`src/rtl/video_timing_gen.sv`:
```
// video_timing_gen
// Raster timing and test-pattern source feeding one TMDS encoder channel.
// Free-running horizontal/vertical counters are decoded into disp_ena,
// {vsync, hsync} and an 8-bit test pattern. Every output is registered on
// the same edge, so all outputs stay aligned with each other.
//
// Ports:
//   clk         pixel clock
//   rst_n       asynchronous active-low reset
//   en          run enable; when low, counters clear and outputs idle
//   pattern_sel 00 solid, 01 ramp, 10 colour bars, 11 checkerboard
//   disp_ena    active-video flag
//   control     {vsync, hsync}; asserted level is SYNC_POL
//   pix_data    pixel value, forced to 0 outside active video
//   frame_start one-cycle pulse on the beat at position (0,0)
//   h_pos/v_pos raster position described by the current output beat
module video_timing_gen #(
    parameter int unsigned H_ACTIVE  = 640,
    parameter int unsigned H_FP      = 16,
    parameter int unsigned H_SYNC    = 96,
    parameter int unsigned H_BP      = 48,
    parameter int unsigned V_ACTIVE  = 480,
    parameter int unsigned V_FP      = 10,
    parameter int unsigned V_SYNC    = 2,
    parameter int unsigned V_BP      = 33,
    parameter logic        SYNC_POL  = 1'b0,
    parameter logic [7:0]  SOLID_VAL = 8'h80
) (
    input  logic        clk,
    input  logic        rst_n,
    input  logic        en,
    input  logic [1:0]  pattern_sel,
    output logic        disp_ena,
    output logic [1:0]  control,
    output logic [7:0]  pix_data,
    output logic        frame_start,
    output logic [11:0] h_pos,
    output logic [10:0] v_pos
);

    localparam int unsigned H_TOTAL = H_ACTIVE + H_FP + H_SYNC + H_BP;
    localparam int unsigned V_TOTAL = V_ACTIVE + V_FP + V_SYNC + V_BP;
    localparam int unsigned BAR_W   = H_ACTIVE / 8;

    localparam logic [11:0] HA  = 12'(H_ACTIVE);
    localparam logic [11:0] HS0 = 12'(H_ACTIVE + H_FP);
    localparam logic [11:0] HS1 = 12'(H_ACTIVE + H_FP + H_SYNC);
    localparam logic [11:0] HT1 = 12'(H_TOTAL - 1);
    localparam logic [11:0] BW1 = 12'(BAR_W - 1);
    localparam logic [10:0] VA  = 11'(V_ACTIVE);
    localparam logic [10:0] VS0 = 11'(V_ACTIVE + V_FP);
    localparam logic [10:0] VS1 = 11'(V_ACTIVE + V_FP + V_SYNC);
    localparam logic [10:0] VT1 = 11'(V_TOTAL - 1);

    logic [11:0] hc;
    logic [10:0] vc;
    logic [11:0] bar_cnt;   // clocks elapsed inside the current bar
    logic [2:0]  bar_idx;   // current bar number, avoids a divide by BAR_W
    logic [1:0]  pat_q;

    logic       first, active, hs, vs, h_wrap, v_wrap;
    logic [1:0] pat_eff;
    logic [7:0] pix_pat;

    always_comb begin
        first  = (hc == 12'd0) && (vc == 11'd0);
        active = (hc < HA) && (vc < VA);
        hs     = (hc >= HS0) && (hc < HS1);
        vs     = (vc >= VS0) && (vc < VS1);
        h_wrap = (hc == HT1);
        v_wrap = (vc == VT1);
        // The (0,0) beat already belongs to the new frame, so it uses the
        // selection being latched on this very edge.
        pat_eff = first ? pattern_sel : pat_q;
        pix_pat = SOLID_VAL;
        case (pat_eff)
            2'b00: pix_pat = SOLID_VAL;
            2'b01: pix_pat = hc[7:0];
            2'b10: pix_pat = ~{bar_idx, 5'b0};
            2'b11: pix_pat = {8{hc[3] ^ vc[3]}};
            default: pix_pat = SOLID_VAL;
        endcase
    end

    always_ff @(posedge clk or negedge rst_n) begin
        if (!rst_n) begin
            hc          <= '0;
            vc          <= '0;
            bar_cnt     <= '0;
            bar_idx     <= '0;
            pat_q       <= 2'b00;
            disp_ena    <= 1'b0;
            control     <= {~SYNC_POL, ~SYNC_POL};
            pix_data    <= 8'h00;
            frame_start <= 1'b0;
            h_pos       <= '0;
            v_pos       <= '0;
        end else if (!en) begin
            // pat_q deliberately holds so a restart keeps the last pattern
            hc          <= '0;
            vc          <= '0;
            bar_cnt     <= '0;
            bar_idx     <= '0;
            disp_ena    <= 1'b0;
            control     <= {~SYNC_POL, ~SYNC_POL};
            pix_data    <= 8'h00;
            frame_start <= 1'b0;
            h_pos       <= '0;
            v_pos       <= '0;
        end else begin
            disp_ena    <= active;
            control     <= {vs ? SYNC_POL : ~SYNC_POL, hs ? SYNC_POL : ~SYNC_POL};
            pix_data    <= active ? pix_pat : 8'h00;
            frame_start <= first;
            h_pos       <= hc;
            v_pos       <= vc;
            if (first) pat_q <= pattern_sel;

            if (h_wrap) begin
                hc      <= '0;
                bar_cnt <= '0;
                bar_idx <= '0;
                vc      <= v_wrap ? 11'd0 : vc + 11'd1;
            end else begin
                hc <= hc + 12'd1;
                if (bar_cnt == BW1) begin
                    bar_cnt <= '0;
                    bar_idx <= bar_idx + 3'd1;
                end else begin
                    bar_cnt <= bar_cnt + 12'd1;
                end
            end
        end
    end

endmodule
```
`config.mk`:
```
export PLATFORM = sky130hd
export DESIGN_NAME = video_timing_gen
export DESIGN_NICKNAME = d
export VERILOG_FILES = /design/src/rtl/video_timing_gen.sv
export SDC_FILE = /design/constraint.sdc
export NUM_CORES = 1
export LEC_CHECK = 0
export BUFFER_PORTS_ARGS = -buffer_cell sky130_fd_sc_hd__buf_2
export CAP_MARGIN = 20
export CORE_MARGIN = 2
export CORE_UTILIZATION = 45
export CTS_BUF_LIST = sky130_fd_sc_hd__clkbuf_16
export CTS_CLUSTER_DIAMETER = 50
export CTS_CLUSTER_SIZE = 8
export DETAILED_ROUTE_END_ITERATION = 8
export GPL_TIMING_DRIVEN = 0
export PLACE_DENSITY = 0.74
export RECOVER_POWER = 100
export SKIP_LAST_GASP = 1
export SLEW_MARGIN = 15
export SYNTH_ARGS = -nofsm -noshare
export SYNTH_HDL_FRONTEND = slang
export SYNTH_SLANG_ARGS = --single-unit
```
`constraint.sdc`:
```
create_clock -name clk -period 2.2 [get_ports clk]
set_input_delay 0.11 -clock clk [delete_from_list [all_inputs] [get_ports clk]]
set_output_delay 0.11 -clock clk [all_outputs]
set_load 0.03 [all_outputs]
```
==> reports/metrics.cfg <==
[logic_synthesis]
ys_seq_area_share_pct=55.5
syn-instance-count=334
synth_top_cell_by_area=dfrtp_1
synthMuxAreaShare_pct=2.77
synth_ff_type=dfrtp_1
yosysTopAreaCellShare_pct=54.0
netlist_area_mm2=0.00338
yosys.area_share.adder_pct=2.22
synth-simple-area-share_pct=23.8
ys_async_sr_fraction_pct=100
avgSynthCellArea_um2=10.1
synth_top_cells_by_count=dfrtp_1, nor2_1, nand2_1
synth_edf_count=0
synth_most_common_cell=dfrtp_1
ys_seq_elements=75
ys_top_cells_by_area=dfrtp_1, nor2_1, and2_1
synth_top_family_by_area=simple AND/OR/NAND/NOR gates
synth_compound_area_share_pct=6.80
synthXorXnorAreaFrac_pct=5.44
synth.distinct_cells=38
syn_nets=345
yosysWarnings=0

[routing]
drt-initial-drc-count=216
vias=2549
drt_pass1_iterations=4
wl_per_cell_um=14.1
ant_nets=0
post-route-drc-count=0
wirelength_mm=6.96
avgViaCountPerCell=5.18

[cts]
clk_latency_ps=340
clock-sinks=75
clockBufferDepth=2
htreeDepth=3
clk_pin_slew_ps=60
cts_root_buffer=clkbuf_16
tritoncts=done
cts_made_buffers=9

[global_routing]
grt_usage_pct=18.3
grt_antenna_before_repair=0
grt_pass1_vias=2412
grt_max_degree=64
grt_pass1_wl_mm=11.7
grt-ovfl-total=0

[pwr]
peakVddDrop_uv=357
internal_power_uw=2480
pwr-share-clk_pct=37.3
leakage_uw=0.00198
p_comb_share_pct=19.4
p_sw_uw=994
p_sw_share_pct=28.6
powerDensity_mw_per_mm2=826
p_seq_share_pct=43.3
power.total_uw=3480

[sta]
maxSlewViolCount=0
hold_viol_final=0
rsz0062_at_grt=yes
setup_slack_ps=15.1
fin_crit_sh_pct=99.3
setup-violations-final=0
max-slew-margin-rel_pct=43.7
tightest_slew_ps=844
skew_ps=5.60
fmax_mhz=458
min_period_ps=2180

[place]
io_buffers=39
gp_congestion=0.776
hpwl_mm=4.54
dpl_worst_slack_ps=-331

[floorplanning]
die_area_mm2=0.00823
core.rowCount=31
chipHeight_um=90.7
start_util_pct=46.6
core_mm2=0.00725
pin_count=40
chipWidth_um=90.7

[critical_path]
crit_required_ps=2410
timing.critical_path.buf_inv=1
start_kind=flip-flop
cp_slowest_cell=or4_4
cp.arrival_ps=2400
slowest_delay_ps=550
critical_path_class=flip-flop to flip-flop
critical_path.top_delay_family=simple AND/OR/NAND/NOR gates
critPathMaxFanout=7
cp-end-kind=flip-flop
crit_chain=or3_4 -> or2_4 -> or4_4 -> nor3_2 -> or3_1 -> buf_6 -> a21oi_2

[finish]
final_nets=399
areaGrowthSynthToFinish_pct=24.5
n_antenna_cell=0
final_layout_size_suffix_gt1_share_pct=27.0

[flow_run]
maxCapViolations=0

[status]
status=completed

[hold_path]
hp-class=primary input to flip-flop

-- power by group through the flow --
stage                     clock (µW)  sequential (µW)  combinational, µW
after floorplan                    0             1610                269
after global placement             0             1520                483
after detailed placement           0             1530                505
after CTS                       1330             1500                660
after global routing            1390             1520                732
final                           1300             1500                675
-- final timing paths --
path                       slack, ps            from          end  cells after the start
setup / recovery                  20           hc[6]  pix_data[3]                      7
max in group asynchronous        490           rst_n        hc[6]                      3
setup reg to reg                  20           hc[6]  pix_data[3]                      7
hold reg to reg                  450      bar_cnt[0]   bar_cnt[0]                      1
min in group asynchronous        320           rst_n   bar_cnt[9]                      2
hold / removal                   100  pattern_sel[1]     pat_q[1]                      2
-- through the flow --
step	TNS (ps)	util, %	std cells	area [µm²]	hold slack, ps
after floorplan	0	-	334	3390	-186
after global placement	-6750	51.1	472	3710	424
after detailed placement	-8720	51.5	473	3740	-26.7
after CTS	-868	57.7	496	4180	89.6
after global routing	-366	58.1	492	4210	104
final	0	58.1	492	4210	99.6
-- flip-flops by register name, summed over array words and instances, names as in the netlist --
signal,cells
pix_data,8
v_pos,11
hc,12
disp_ena,1
h_pos,12
control,2
bar_idx,3
bar_cnt,12
frame_start,1
pat_q,2
vc,11
-- logic make-up after synthesis --
kind of cell | count (synthesis)
multiplexers | 9
adder cells (fa/ha/maj) | 6
AND/OR/NAND/NOR | 156
buffers and inverters | 27
flip-flops | 75
XOR/XNOR | 21
AO/OA/AOI/OAI | 40
-- layout make-up --
cell class | instances | area, µm²
multi-input cells | 232 | 1570
plain buffers | 8 | 38.8
repair buffers | 49 | 287
fillers | 601 | 3040
well taps | 99 | 124
clock inverters | 7 | 36.3
clock buffers | 9 | 225
flip-flops and latches | 75 | 1890
inverters | 13 | 48.8
-- cell usage in the layout, fill, tap and decap left out, drive strengths merged, types with 3 or more instances in the layout --
| cell type | instances |
|---|---|
| dfrtp | 73 |
| buf | 46 |
| nor2 | 42 |
| nand2 | 27 |
| o21ai | 20 |
| and2 | 19 |
| clkbuf | 19 |
| nand3 | 16 |
| inv | 14 |
| a21oi | 13 |
| xnor2 | 11 |
| nor3 | 11 |
| xor2 | 10 |
| and3 | 7 |
| or3 | 7 |
| ha | 6 |
| clkinv | 6 |
| mux2i | 6 |
| nand4 | 4 |
| or2 | 4 |
| nor4 | 4 |
| nand3b | 3 |
| nor2b | 3 |
| nand2b | 3 |
| or4 | 3 |
| mux2 | 3 |
-- worst register-to-register path: cells and delay by family (launching register included) --
kind            cells  cell delay [ps]
flops               1              460
simple gates        5             1420
buf+inv             1              150
compound gates      1               50
-- metal layers --
metal	GRT usage (%)	routed length, µm	vias to the layer above
met3	4.76	288	14
met4	10.4	187	0
met2	27.0	3250	64
li1	-	-	1236
met5	0	0	-
met1	24.6	3230	1235
-- repair_timing --
action	4_1_cts	5_1_grt
hold buffers	1	0
pin swaps	4	8
resized for setup	25	21
setup endpoints to repair	39	41
gates cloned	1	0
hold endpoints to repair	73	0
buffers inserted	6	2
No activity file was read; power rests on OpenSTA's default activity.
